`src/rtl/alu_op_a_sched.sv`:
```
// alu_op_a_sched: schedules ownership of the ALU operand-A source mux among
// four requesters (0: interrupt controller, 1: decoder micro-op,
// 2: PC incrementer, 3: block-transfer address incrementer).
//
// Ports:
//   clk          system clock, rising-edge active
//   reset        asynchronous, active-high reset
//   req          per-requester request, bit index = requester number
//   src0..src3   requested operand-A select per requester (zero or one-hot)
//   len          per-requester op length: 0 = 1 cycle, 1 = 2 cycles
//   flush        synchronous abort of the current ownership
//   grant        registered one-hot owner, zero when idle
//   data_select  registered select to the operand-A mux
//   done         high during the final owned cycle (decoded from state)
//   busy         high whenever an owner exists (decoded from state)
//   src_err      one-cycle pulse when the granted src was multi-hot
`timescale 1ns/1ps

module alu_op_a_sched #(
    parameter int unsigned SEL_WIDTH = 5,
    parameter int unsigned NREQ      = 4
) (
    input  logic                 clk,
    input  logic                 reset,
    input  logic [NREQ-1:0]      req,
    input  logic [SEL_WIDTH-1:0] src0,
    input  logic [SEL_WIDTH-1:0] src1,
    input  logic [SEL_WIDTH-1:0] src2,
    input  logic [SEL_WIDTH-1:0] src3,
    input  logic [NREQ-1:0]      len,
    input  logic                 flush,
    output logic [NREQ-1:0]      grant,
    output logic [SEL_WIDTH-1:0] data_select,
    output logic                 done,
    output logic                 busy,
    output logic                 src_err
);

    localparam int unsigned IDX_W = 2;
    localparam int unsigned RR_W  = 3;

    // OWN2 is the first cycle of a 2-cycle op; OWN1 is the final (or only) one.
    typedef enum logic [1:0] {
        IDLE = 2'd0,
        OWN1 = 2'd1,
        OWN2 = 2'd2
    } state_e;

    state_e               state_q, state_d;
    logic [NREQ-1:0]      grant_q, grant_d;
    logic [SEL_WIDTH-1:0] sel_q,   sel_d;
    logic [IDX_W-1:0]     ptr_q,   ptr_d;
    logic                 err_q,   err_d;

    logic [NREQ-1:0]      cand_c;
    logic                 win_vld_c;
    logic [IDX_W-1:0]     win_c;
    logic [RR_W-1:0]      rr_idx_c;
    logic [SEL_WIDTH-1:0] win_src_c;
    logic                 win_multi_c;

    // True when more than one bit of a select is set.
    function automatic logic is_multi_hot(input logic [SEL_WIDTH-1:0] s);
        return (s & (s - SEL_WIDTH'(1))) != '0;
    endfunction

    // Candidate set: the requester finishing its final cycle is excluded so a
    // still-asserted req cannot immediately re-win.
    always_comb begin
        cand_c = req;
        if (state_q == OWN1) begin
            cand_c = req & ~grant_q;
        end
    end

    // Winner: requester 0 is absolute priority, 1..3 round-robin after ptr.
    always_comb begin
        win_vld_c = 1'b0;
        win_c     = '0;
        rr_idx_c  = '0;
        if (cand_c[0]) begin
            win_vld_c = 1'b1;
            win_c     = '0;
        end else begin
            for (int unsigned k = 1; k <= 3; k++) begin
                // Walk ptr+1, ptr+2, ptr+3 with 3 wrapping back to 1.
                rr_idx_c = RR_W'(ptr_q) + RR_W'(k);
                if (rr_idx_c > RR_W'(3)) begin
                    rr_idx_c = rr_idx_c - RR_W'(3);
                end
                if (!win_vld_c && cand_c[rr_idx_c[IDX_W-1:0]]) begin
                    win_vld_c = 1'b1;
                    win_c     = rr_idx_c[IDX_W-1:0];
                end
            end
        end
    end

    // Select the winner's requested source.
    always_comb begin
        win_src_c = '0;
        case (win_c)
            2'd0:    win_src_c = src0;
            2'd1:    win_src_c = src1;
            2'd2:    win_src_c = src2;
            default: win_src_c = src3;
        endcase
        win_multi_c = is_multi_hot(win_src_c);
    end

    // Next-state and register-input logic.
    always_comb begin
        state_d = state_q;
        grant_d = grant_q;
        sel_d   = sel_q;
        ptr_d   = ptr_q;
        err_d   = 1'b0;

        if (flush) begin
            // Abort without arbitrating; pointer keeps its value.
            state_d = IDLE;
            grant_d = '0;
            sel_d   = '0;
        end else begin
            case (state_q)
                OWN2: begin
                    // Locked: owner keeps the mux for its second pass.
                    state_d = OWN1;
                end
                IDLE, OWN1: begin
                    if (win_vld_c) begin
                        grant_d = NREQ'(1) << win_c;
                        // Multi-hot sources fall back to the regfile default.
                        sel_d   = win_multi_c ? '0 : win_src_c;
                        err_d   = win_multi_c;
                        state_d = len[win_c] ? OWN2 : OWN1;
                        if (win_c != '0) begin
                            ptr_d = win_c;
                        end
                    end else begin
                        state_d = IDLE;
                        grant_d = '0;
                        sel_d   = '0;
                    end
                end
                default: begin
                    state_d = IDLE;
                    grant_d = '0;
                    sel_d   = '0;
                end
            endcase
        end
    end

    // State and output registers.
    always_ff @(posedge clk or posedge reset) begin
        if (reset) begin
            state_q <= IDLE;
            grant_q <= '0;
            sel_q   <= '0;
            ptr_q   <= IDX_W'(3);
            err_q   <= 1'b0;
        end else begin
            state_q <= state_d;
            grant_q <= grant_d;
            sel_q   <= sel_d;
            ptr_q   <= ptr_d;
            err_q   <= err_d;
        end
    end

    assign grant       = grant_q;
    assign data_select = sel_q;
    assign src_err     = err_q;
    assign done        = (state_q == OWN1);
    assign busy        = (state_q != IDLE);

endmodule

```
`config.mk`:
```
export PLATFORM = sky130hd
export DESIGN_NAME = alu_op_a_sched
export DESIGN_NICKNAME = d
export VERILOG_FILES = /design/src/rtl/alu_op_a_sched.sv
export SDC_FILE = /design/constraint.sdc
export NUM_CORES = 1
export LEC_CHECK = 0
export BUFFER_PORTS_ARGS = -buffer_cell sky130_fd_sc_hd__buf_2
export CAP_MARGIN = 30
export CORE_ASPECT_RATIO = 0.75
export CORE_MARGIN = 10
export CORE_UTILIZATION = 37
export DETAILED_ROUTE_END_ITERATION = 8
export GPL_TIMING_DRIVEN = 0
export PLACE_DENSITY = 0.64
export SETUP_SLACK_MARGIN = 0.2
export SYNTH_ARGS = -nofsm -noshare
export SYNTH_HDL_FRONTEND = slang
export SYNTH_SLANG_ARGS = --single-unit
```
`constraint.sdc`:
```
create_clock -name clk -period 3.25 [get_ports clk]
set_clock_uncertainty 0.2 [all_clocks]
set_input_delay 0.65 -clock clk [delete_from_list [all_inputs] [get_ports clk]]
set_output_delay 0.65 -clock clk [all_outputs]
set_load 0.1 [all_outputs]
```
==> impl_metrics.yaml <==
run_status:
  status: "finished with violations"
  violations: "negative setup slack"
placed_design:
  port_buffers: 42
  gp_congestion: 0.798
  placed_area_um2: 1650
  hpwl_um: 3420
  dp_slack_ps: -427
clock_tree:
  cts_num_sinks: 14
  cts_buffers: 3
  clockRootBuffer: "clkbuf_8"
  postCtsHoldBufs: 0
  clock_path_buffers: 2
  cts_tree: "yes"
  htreeDepth: 1
  insertion_delay_ps: 260
  cts.clk_slew.worst_paths_ps: 60
logic_synthesis:
  synth_area_per_cell_um2: 8.47
  yosysSeqAreaShare_pct: 27.4
  synth_area_leader_cell: "dfrtp_1"
  yosys.area_share.simple_pct: 24.5
  syn_inst: 152
  synth_mux_area_share_pct: 2.43
  synth_top_family_by_area: "compound AO/OA/AOI/OAI gates"
  synth-seq-cells: 14
  synth_top_area_share_pct: 23.3
  async_flop_share_pct: 100
  synthAdderAreaFrac_pct: 2.82
  synth_area_leaders: "dfrtp_1 23%, a32o_1 5.4%, nand3_1 5.1%, o21ai_0 4.7%, nand2_1 4.4%"
  ys_warn_count: 0
  synth_xor_area_share_pct: 0
  synth_edf_count: 0
  yosysUniqueCellTypes: 44
  synth_flop_cell: "dfrtp_1"
  synth_nets: 185
  synth_area_um2: 1290
  synth_compound_area_share_pct: 37.3
routing:
  drc_errors: 0
  wl_met2_um: 2700
  wire_per_inst_um: 20.7
  first_iter_violations: 126
  routed_via_density: 6.08
  top_layer_used: "met4"
  m1WireLength_um: 2260
  ant_nets: 0
  vias: 1653
  drt_wl_total_um: 5620
  drtPass1Iterations: 4
  met3WireLength_um: 510
layout:
  drive_gt1_share_pct: 68.1
  antenna_cells: 0
  area_delta_synth_final_pct: 83.5
  final_cell_area_um2: 2360
  nNetsFinal: 266
  utilization_pct: 71.4
run:
  maxCapViolations: 0
sta:
  fmaxAchievable_mhz: 293
  hold_violations: 0
  slew_headroom_pct: 57.2
  finalCriticalPeriod_ps: 3410
  grt_setup_unrepaired: "yes"
  finalCritPeriodShare_pct: 105
  final_max_slew_viol_count: 0
  fin_ws_ps: -165
  fin_hold_ws_ps: 224
  final-setup-viol-count: 6
  tightest_slew_ps: 640
critical_path:
  startpoint_type: "flip-flop"
  worstSetupPathType: "reg2reg"
  slowest_stage: "dfstp_2"
  path_delay_family: "compound AO/OA/AOI/OAI gates"
  critPathBufInv: 4
  worstPathMaxFanout: 7
  end_kind: "flip-flop"
  critPathMaxStageDelay_ps: 540
  cp.arrival_ps: 3380
  path_cells: "inv_2, ha_4, buf_8, and2_4, a221oi_4, a2bb2oi_2, buf_6, a221o_2, buf_12, nand3_2, a32o_2, maj3_2, a211oi_2"
  required_ps: 3220
global_route:
  grt_max_degree: 15
  grt_usage_pct: 16.5
  grt_pass1_vias: 1702
  overflow: 0
  antenna_found_initial: 0
  grt_first_pass_wirelength_um: 8450
die:
  initial_core_util_pct: 38.9
  die_h_um: 71.1
  rows: 18
  dieWidth_um: 88.1
  fp.coreArea_um2: 3310
  ioPinCount: 43
  die_area_um2: 6260
min_path:
  hp-class: "in2async"
-- Yosys cell counts (2+ instances only) --
library cell	count
a211oi_1	6
a21o_1	2
a21oi_1	10
a221oi_1	2
a22oi_1	2
a32o_1	7
a32o_2	2
a32oi_1	5
a41o_1	2
and2_1	5
buf_6	3
clkbuf_1	2
dfrtp_1	12
dfstp_2	2
ha_1	2
inv_1	6
mux2i_1	2
nand2_1	15
nand2b_1	2
nand3_1	13
nand3b_1	4
nor2_1	11
nor2b_1	2
o21ai_0	12
or2_1	2
-- cell families after synthesis --
family | Yosys count
AO/OA/AOI/OAI | 60
adder cells (fa/ha/maj) | 3
buffers and inverters | 12
flip-flops | 14
multiplexers | 3
AND/OR/NAND/NOR | 60
-- final timing paths --
kind | startpoint | end | slack [ps] | depth (start not counted)
setup / recovery | ptr_q[0]$_DFFE_PP1P_ | src_err$_DFF_PP0_ | -160 | 13
hold / removal | reset | data_select[1]$_DFFE_PP0P_ | 220 | 2
setup reg to reg | ptr_q[0]$_DFFE_PP1P_ | src_err$_DFF_PP0_ | -160 | 13
hold reg to reg | data_select[3]$_DFFE_PP0P_ | data_select[3]$_DFFE_PP0P_ | 290 | 1
max in group asynchronous | reset | grant[1]$_DFFE_PP0P_ | 2230 | 2
min in group clk | data_select[3]$_DFFE_PP0P_ | data_select[3]$_DFFE_PP0P_ | 290 | 1
-- timing repair --
item	4_1_cts	5_1_grt
pin swaps	19	15
cloned	1	1
buffers inserted	29	4
resized for setup	56	22
endpoints found under the setup margin	14	14
-- placed cells by master (no fill, tap or decap), types with 5 or more instances in the layout --
| master | netlist | layout |
|---|---|---|
| a221oi_4 | 1 | 5 |
| inv_1 | 6 | 5 |
| o21ai_2 | 0 | 7 |
| nand2_1 | 15 | 13 |
| nand3_1 | 13 | 7 |
| a21oi_1 | 10 | 7 |
| buf_6 | 3 | 6 |
| dfrtp_1 | 12 | 8 |
| a32o_1 | 7 | 5 |
| buf_4 | 1 | 29 |
| nor2_1 | 11 | 7 |
| nand3_2 | 0 | 5 |
| buf_2 | 0 | 42 |
-- sequential cells by signal, summed over array words and instances (netlist names) --
name	cells
data_select	5
grant	4
ptr_q	2
src_err	1
state_q	2
-- final cells by class --
cell class,instances,area (um^2)
Inverter,6,22.5
Buffer,5,65.1
Fill cell,242,948
Multi-Input combinational cell,127,1300
Timing Repair Buffer,76,510
Sequential cell,14,358
Clock buffer,4,55.1
Tap cell,40,50.0
-- per-stage QoR --
stage | setup TNS (ps) | std cells
2_1_floorplan | 0 | 152
3_3_place_gp | -3340 | 234
3_5_place_dp | -4070 | 234
4_1_cts | -187 | 268
5_1_grt | -989 | 272
6_report | -488 | 272
-- routing by layer --
metal  track usage, %  vias up
met5                0        -
met4             4.70        0
met3             4.69       15
met2             27.8       81
met1             20.0      797
li1                 -      760
Power is not shown: default switching activity piles up to over one toggle a cycle in this logic, so the estimate is an artifact.
